[src/rtl/uart_pkg.sv]
// Shared types and ASCII constants for the UART hex printer family.
// UART_HEX_PREFIX_EN adds the "0x" prefix states to the state encoding.
package uart_pkg;

`ifdef UART_HEX_PREFIX_EN
    typedef enum logic [2:0] {
        ST_IDLE,
        ST_PFX0,
        ST_PFX1,
        ST_DIGIT,
        ST_CR,
        ST_LF
    } uart_hex_state_t;
`else
    typedef enum logic [1:0] {
        ST_IDLE,
        ST_DIGIT,
        ST_CR,
        ST_LF
    } uart_hex_state_t;
`endif

    localparam logic [7:0] ASCII_CR = 8'h0D;
    localparam logic [7:0] ASCII_LF = 8'h0A;
    localparam logic [7:0] ASCII_0  = 8'h30;
    localparam logic [7:0] ASCII_X  = 8'h78;
    localparam logic [7:0] ASCII_A  = 8'h41;

endpackage

[src/rtl/uart_hex_printer_if.sv]
// Word-in / byte-out bus of the hex printer.
//
// Handshake: upstream holds word_valid with word_in stable; a word is
// accepted on a rising edge where word_valid && word_ready. Downstream
// a byte is written on every cycle wren is high; the printer never
// raises wren while full is high and keeps data_out stable while held.
interface uart_hex_printer_if #(
    parameter int NIBBLES = 8
);
    logic [4*NIBBLES-1:0] word_in;
    logic                 word_valid;
    logic                 word_ready;
    logic [7:0]           data_out;
    logic                 wren;
    logic                 full;

    // Environment side: supplies words and FIFO back-pressure.
    modport master (
        output word_in, word_valid, full,
        input  word_ready, data_out, wren
    );

    // Printer side.
    modport slave (
        input  word_in, word_valid, full,
        output word_ready, data_out, wren
    );
endinterface

[src/rtl/uart_nibble_ascii.sv]
// Combinational 4-bit value to uppercase ASCII hex character.
module uart_nibble_ascii
    import uart_pkg::*;
(
    input  logic [3:0] nibble,
    output logic [7:0] ascii
);

    // Digits map onto '0'..'9', letters onto 'A'..'F'.
    always_comb begin
        if (nibble < 4'd10) begin
            ascii = ASCII_0 + {4'h0, nibble};
        end else begin
            ascii = ASCII_A + {4'h0, nibble} - 8'd10;
        end
    end

endmodule

[src/rtl/uart_hex_printer.sv]
// Prints each accepted word as NIBBLES uppercase hex digits plus CR LF,
// one byte per cycle into a UART TX FIFO write port.
// Defining UART_HEX_PREFIX_EN prepends "0x" to every line.
module uart_hex_printer
    import uart_pkg::*;
#(
    parameter int NIBBLES = 8
) (
    input  logic              CLK,
    input  logic              rst,
    uart_hex_printer_if.slave bus,
    output uart_hex_state_t   state_dbg
);

    localparam int W  = 4 * NIBBLES;
    localparam int CW = $clog2(NIBBLES + 1);
    localparam logic [CW-1:0] LAST_DIGIT = CW'(NIBBLES - 1);

    uart_hex_state_t state;
    logic [W-1:0]    shreg;
    logic [CW-1:0]   cnt;
    logic [7:0]      digit_ascii;
    logic [7:0]      data_c;
    logic            wr;

    uart_nibble_ascii u_nibble_ascii (
        .nibble (shreg[W-1 -: 4]),
        .ascii  (digit_ascii)
    );

    // A byte goes out whenever a line is in progress and the FIFO has room;
    // reset cuts the line off in the same cycle.
    assign wr             = !rst && (state != ST_IDLE) && !bus.full;
    assign bus.wren       = wr;
    assign bus.word_ready = !rst && (state == ST_IDLE);
    assign bus.data_out   = data_c;
    assign state_dbg      = state;

    // Character for the current state; stable while the FIFO is full.
    always_comb begin
        data_c = 8'h00;
        if (!rst) begin
            case (state)
`ifdef UART_HEX_PREFIX_EN
                ST_PFX0:  data_c = ASCII_0;
                ST_PFX1:  data_c = ASCII_X;
`endif
                ST_DIGIT: data_c = digit_ascii;
                ST_CR:    data_c = ASCII_CR;
                ST_LF:    data_c = ASCII_LF;
                default:  data_c = 8'h00;
            endcase
        end
    end

    // Line sequencer: advances only on cycles where a byte is written.
    always_ff @(posedge CLK) begin
        if (rst) begin
            state <= ST_IDLE;
            shreg <= '0;
            cnt   <= '0;
        end else begin
            case (state)
                ST_IDLE: begin
                    if (bus.word_valid) begin
                        shreg <= bus.word_in;
                        cnt   <= '0;
`ifdef UART_HEX_PREFIX_EN
                        state <= ST_PFX0;
`else
                        state <= ST_DIGIT;
`endif
                    end
                end
`ifdef UART_HEX_PREFIX_EN
                ST_PFX0: if (wr) state <= ST_PFX1;
                ST_PFX1: if (wr) state <= ST_DIGIT;
`endif
                ST_DIGIT: begin
                    if (wr) begin
                        // MSB nibble first: shift the next digit into the top.
                        shreg <= shreg << 4;
                        cnt   <= cnt + CW'(1);
                        if (cnt == LAST_DIGIT) begin
                            state <= ST_CR;
                        end
                    end
                end
                ST_CR: if (wr) state <= ST_LF;
                ST_LF: if (wr) state <= ST_IDLE;
                default: state <= ST_IDLE;
            endcase
        end
    end

endmodule

[src/flat_wrapper.sv]
// flat-port wrapper written by rule: the top's interface ports become plain ports
module uart_hex_printer_flat import uart_pkg::*;
#(
    parameter int NIBBLES = 8
)
  (CLK, rst, state_dbg, bus_word_in, bus_word_valid, bus_full, bus_word_ready, bus_data_out, bus_wren);
  uart_hex_printer_if #(.NIBBLES(NIBBLES)) bus_i ();
  input  logic CLK;
  input  logic rst;
  output uart_hex_state_t state_dbg;
  input wire logic [$bits(bus_i.word_in)-1:0] bus_word_in;
  input wire logic [$bits(bus_i.word_valid)-1:0] bus_word_valid;
  input wire logic [$bits(bus_i.full)-1:0] bus_full;
  output wire logic [$bits(bus_i.word_ready)-1:0] bus_word_ready;
  output wire logic [$bits(bus_i.data_out)-1:0] bus_data_out;
  output wire logic [$bits(bus_i.wren)-1:0] bus_wren;
  assign bus_i.word_in = bus_word_in;
  assign bus_i.word_valid = bus_word_valid;
  assign bus_i.full = bus_full;
  assign bus_word_ready = bus_i.word_ready;
  assign bus_data_out = bus_i.data_out;
  assign bus_wren = bus_i.wren;
  uart_hex_printer #(.NIBBLES(NIBBLES)) u_core (.CLK(CLK), .rst(rst), .bus(bus_i), .state_dbg(state_dbg));
endmodule
[config.mk]
export PLATFORM = sky130hd
export DESIGN_NAME = uart_hex_printer_flat
export DESIGN_NICKNAME = d
export VERILOG_FILES = /design/src/rtl/uart_pkg.sv /design/src/rtl/uart_hex_printer_if.sv /design/src/rtl/uart_nibble_ascii.sv /design/src/rtl/uart_hex_printer.sv /design/src/flat_wrapper.sv
export SDC_FILE = /design/constraint.sdc
export NUM_CORES = 1
export LEC_CHECK = 0
export BUFFER_PORTS_ARGS = -buffer_cell sky130_fd_sc_hd__clkbuf_2
export CAP_MARGIN = 20
export CORE_MARGIN = 4
export CORE_UTILIZATION = 45
export CTS_BUF_LIST = sky130_fd_sc_hd__clkbuf_8 sky130_fd_sc_hd__clkbuf_16
export CTS_CLUSTER_DIAMETER = 30
export DETAILED_ROUTE_END_ITERATION = 7
export GPL_TIMING_DRIVEN = 0
export HOLD_SLACK_MARGIN = 0.12
export PLACE_DENSITY = 0.75
export SLEW_MARGIN = 20
export SYNTH_ARGS = -nofsm -noshare
export SYNTH_HDL_FRONTEND = slang
export SYNTH_HIERARCHICAL = 1
export SYNTH_SLANG_ARGS = --single-unit
[constraint.sdc]
create_clock -name CLK -period 1.7 [get_ports CLK]
set_input_delay 0.255 -clock CLK [delete_from_list [all_inputs] [get_ports CLK]]
set_output_delay 0.255 -clock CLK [all_outputs]
set_load 0.02 [all_outputs]
## Word-level counts from Yosys, hierarchy flattened

Cells that the tools add are included.

| word-level totals | value |
|---|---|
| logic and storage cells | 42 |
| flip-flop bits (word level) | 38 |
| output and inout port bits | 12 |

| cells by class | value |
|---|---|
| add/subtract/negate cells | 4 |
| magnitude comparators | 1 |
| muxes and demuxes | 15 |
| eq/ne operators | 9 |
| reductions and logical operators | 10 |

Operators with widths:

| kind | count |
|---|---|
| $mux 32 | 2 |
| $pmux 32 s2 | 1 |
| $pmux 8 s3 | 1 |
| $mux 8 | 2 |
| $mux 2 | 5 |
| $add 7x4->8 const A | 1 |
| $mux 4 | 2 |
| $ne 2x2->1 const B | 4 |
| $pmux 2 s4 | 1 |
| $pmux 4 s2 | 1 |
| $sub 8x4->8 const B | 1 |
| $add 6x4->7 const A | 1 |
| $reduce_and 5->1 | 1 |
| $add 4x1->4 const B | 1 |
| $eq 2x2->1 const B | 2 |
| $eq 4x3->1 const B | 1 |
| $lt 4x4->1 const B | 1 |
| $reduce_bool 2->1 | 2 |
| $logic_and 1x1->1 | 3 |
| $reduce_and 3->1 | 1 |
| $eq 2x1->1 const B | 1 |
| $logic_not 1->1 | 2 |
| $logic_not 2->1 | 1 |
| $ne 2x1->1 const B | 1 |

## Logic depth before layout (Yosys ltp)

| depth | value |
|---|---|
| depth after elaboration | 5 |
| depth in mapped cells | 9 |
| gate-level depth less buffers | 6 |

## Cells and area by module

The synthesis kept the hierarchy.

Modules (own cells, without submodules):

| module | instances | area each (µm²) | cells an instance |
|---|---|---|---|
| uart_hex_printer | 1 | 2,021.9 | 201 |
| uart_nibble_ascii | 1 | 105.1 | 16 |

## Worst setup path after synthesis

Ideal clock, no wire load.

| timing path | value |
|---|---|
| kind | register to register |
| start | reg u_core.state[0] (netlist: u_core/state_dbg[0]) |
| end | reg u_core.state[1] (netlist: u_core/state_dbg[1]) |
| stages on the path, launching flop included | 7 |
| path slack | -0.388 ns |
| arrival | 2.016 ns |
| data required time | 1.628 ns |
| cells stage by stage | dfxtp_1 > inv_1 > ha_1 > nor3_1 > a21oi_1 > a21oi_1 > mux2i_1 |

| between the ends | value |
|---|---|
| longest elaborated chain between the ends | 5 |

Ends and longest elaborated chain:

| item | RTL line | source |
|---|---|---|
| start, declared | uart_hex_printer.sv:19 | `uart_hex_state_t state;` |
| start signal, assigned | uart_hex_printer.sv:59 | `state <= ST_IDLE;` |
| start signal, assigned | uart_hex_printer.sv:71 | `state <= ST_DIGIT;` |
| start signal, assigned | uart_hex_printer.sv:85 | `state <= ST_CR;` |
| $reduce_bool 2->1 (*) | uart_hex_printer.sv:33 | `assign wr = !rst && (state != ST_IDLE) && !bus.full;` |
| $logic_and 1x1->1 (*) (2 in a row) | uart_hex_printer.sv:33 |  |
| net bus_wren | flat_wrapper.sv:16 | `output wire logic [$bits(bus_i.wren)-1:0] bus_wren;` |
| $ne 2x2->1 (no line) | n/a |  |
| $reduce_and 5->1 (no line) (*) | n/a |  |

The timed path passes the listed nets; every way through them passes the cells marked *.
A chain may end at the register's enable or synchronous reset.

## Worst setup path in the final report

| timing path | value |
|---|---|
| start | reg u_core.state[1] (netlist: u_core/state_dbg[1]) |
| end | reg u_core.shreg[28] |

| between the ends | value |
|---|---|
| longest elaborated chain between the ends | 5 |

Ends and longest elaborated chain:

| item | RTL line | source |
|---|---|---|
| $reduce_bool 2->1 | uart_hex_printer.sv:33 |  |
| $logic_and 1x1->1 (2 in a row) | uart_hex_printer.sv:33 |  |
| $ne 2x2->1 (no line) | n/a |  |
| $reduce_and 3->1 (no line) | n/a |  |
| end signal, assigned | uart_hex_printer.sv:66 | `shreg <= bus.word_in;` |
| end signal, assigned | uart_hex_printer.sv:82 | `shreg <= shreg << 4;` |
| end, declared | uart_hex_printer.sv:20 | `logic [W-1:0] shreg;` |

Several ways; a longest one is shown, not always the timed one.

==> run_results.csv <==
group,metric,value,unit
synthesis,synth-main-ff-cell,"dfxtp_1",
cts,clock-sinks,38,
outcome,status,"complete, but fails checks",
finish,drive_gt1_frac,0.622,
setup_path,worstPathMaxFanout,7,
setup_path,arrival,2.03,ns
placed_design,dp_hpwl,3410,um
finish,nNetsFinal,341,
finish,area_delta_synth_final,54.5,%
cts,cts_tree,"yes",
synthesis,synthCells,217,
power,p_sw,0.00228,W
route,routed_via_density,5.56,
timing,fin_setup_tns,-1.86,ns
synthesis,ys_warn_count,6,
timing,finalCritPeriodShare,1.07,
route,first_pass_iters,4,
global_routing,grt_max_degree,13,
route,num_vias,1950,
timing,setup_ws,-0.117,ns
route,antenna_left,0,
floorplan,core_region_area,0.00447,sq mm
global_routing,first_global_vias,1842,
route,drtIter0Drc,80,
synthesis,synth.area.top_cells,"dfxtp_1 (36%), a211oi_2 (16%), mux2i_1 (14%)",
placed_design,gp_congestion,0.785,
synthesis,synth_edf_count,0,
synthesis,synth_nets,260,
floorplan,die_x,76.8,um
power,combPwrFrac,0.620,
cts,cts_root_buf,"clkbuf_8",
global_routing,grt_pass1_wl,8360,um
synthesis,syn_area_per_cell,9.80,sq um
cts,clock_latency,0.30,ns
timing,drv_slew,0,
finish,antenna_cells,0,
global_routing,antenna_found_initial,0,
cts,clk_path_buf_depth,2,
floorplan,floorplan.die_area,0.00589,sq mm
cts,cts_hold_buf,0,
synthesis,yosysTopAreaCell,"dfxtp_1",
global_routing,grt_overflow,0,
setup_path,worst_ep_required_time,1.91,ns
placed_design,port_buffers,45,
synthesis,synth_top_area_frac,0.358,
setup_path,worst_setup_path_end_kind,"register",
timing,min_period,1.82,ns
cts,cts.htree.levels,2,
route,drc,0,
power,power_density,1730,mW/mm^2
min_path,hp-class,"input pin to register",
synthesis,synth_cell_type_count,35,
floorplan,fp-row-count,24,
route,wl,6120,um
timing,clock_skew,0.00556,ns
route,wl_met1,2530,um
setup_path,crit_path_start_kind,"register",
route,wl_met3,294,um
power,leakage,1.29,nW
synthesis,synth_most_common_cell,"dfxtp_1",
power,internal_power,0.00339,W
route,maxUsedRoutingLayer,"met4",
flow_run,cap_violations,0,
synthesis,synth_area,0.00213,sq mm
floorplan,ios,48,
power,peakVddDrop,1010,uV
floorplan,start_util,0.475,
timing,maxSlewHeadroom,0.525,
power,pwr-share-seq,0.262,
route,wl_met2,3170,um
timing,max_slew.worst_pin.slew,0.713,ns
floorplan,die_h,76.8,um
power,netSwitchingFraction,0.402,
timing,setup_viol,39,
cts,path_clk_slew,0.08,ns
setup_path,crit_type,"register to register",
timing,rsz0062_at_grt,"yes",
cts,cts-buffers-inserted,5,
route,wl_per_cell,17.4,um
timing,hold_viol,0,
power,p_total,0.00567,W
power,pwr-share-clk,0.118,
global_routing,grt_usage,0.172,
synthesis,async_flop_share,0,
synthesis,yosysSeqAreaShare,0.358,
timing,max_clock_freq,550,MHz
synthesis,synth_seq_cells,38,
outcome,violations,"negative setup slack",
synthesis,ys_top_cells_by_count,"dfxtp_1 (38), nor2_1 (32), mux2i_1 (29)",
[area by class of cell]
type                    instances  area (sq um)
plain buffers                  16           186
clock buffers                   6          82.6
clock inverters                 2          11.3
fillers                       297          1190
inverters                       5          25.0
multi-input cells             157          1500
flip-flops and latches         38           776
well taps                      52          65.1
repair buffers                 75           637
[layer usage]
| layer | vias up | GRT usage |
|---|---|---|
| li1 | 940 | - |
| met1 | 948 | 0.222 |
| met2 | 54 | 0.285 |
| met3 | 8 | 0.0328 |
| met4 | 0 | 0.0598 |
| met5 | - | 0 |
[registers in the layout (all words and copies together), names as in the netlist]
register	count
u_core/state_dbg	2
u_core/cnt	4
u_core/shreg	32
[cell families (layout without fill, tap and decap cells)]
kind of cell,Yosys count,in the layout,share of synthesized area
buffers and inverters,22,104,0.0653
multiplexers,31,31,0.147
adder cells (fa/ha/maj),7,7,0.0412
AO/OA/AOI/OAI,52,52,0.235
AND/OR/NAND/NOR,65,65,0.148
other,1,1,0.00176
flip-flops,38,38,0.358
XOR/XNOR,1,1,0.00412
[worst paths after layout]
kind	from	end	slack [ns]	cells past startpoint
worst max-delay path	u_core/state_dbg[1]	u_core/shreg[28]	-0.12	9
worst min-delay path	bus_word_in[1]	u_core/shreg[1]	0.20	3
worst min register to register	u_core/shreg[1]	u_core/shreg[1]	0.46	2
worst max register to register	u_core/state_dbg[1]	u_core/shreg[28]	-0.12	9
[layout by cell type (no fill, tap or decap), drive strengths merged, types with 4 or more instances in the layout]
| cell type | netlist | layout |
|---|---|---|
| nor2 | 32 | 32 |
| and2 | 4 | 4 |
| mux2i | 29 | 29 |
| ha | 7 | 7 |
| nor3 | 5 | 5 |
| buf | 11 | 43 |
| clkbuf | 6 | 54 |
| inv | 5 | 5 |
| dfxtp | 38 | 38 |
| a211oi | 29 | 29 |
| a21oi | 12 | 12 |
| nand2 | 8 | 8 |
| nand3 | 7 | 7 |
[power groups by stage]
stage                     Combinational [W]  Clock, W  Sequential [W]
after floorplan                     0.00169         0         0.00139
after global placement              0.00203         0         0.00141
after detailed placement            0.00207         0         0.00142
after CTS                           0.00253  0.000676         0.00139
after global routing                0.00375  0.000711         0.00152
final                               0.00352  0.000668         0.00149
[through the flow]
stage	std cells	utilization	instance area, sq um	setup WS [ns]	hold slack [ns]
4_1_cts	336	0.634	2840	-0.0783	0.207
3_3_place_gp	314	0.555	2480	-0.164	0.438
3_5_place_dp	314	0.555	2480	-0.210	0.447
6_report	351	0.734	3290	-0.117	0.198
2_1_floorplan	217	-	2190	0.00729	0.421
5_1_grt	351	0.734	3290	-0.188	0.205
[critical path, cell delays in order (launching register included)]
cell and delay, ns:
dfxtp_4 0.36, inv_4 0.04, buf_6 0.11, ha_4 0.18
nor4b_4 0.32, a31o_4 0.18, buf_12 0.16, clkbuf_16 0.16
nor2_2 0.04, a211oi_2 0.19
[what timing repair did]
action	CTS	global route
pin swaps	22	30
setup endpoints to repair	42	45
resized for setup	43	74
buffers inserted	14	11
gates cloned	1	4
Power figures use the tool's default switching activity.
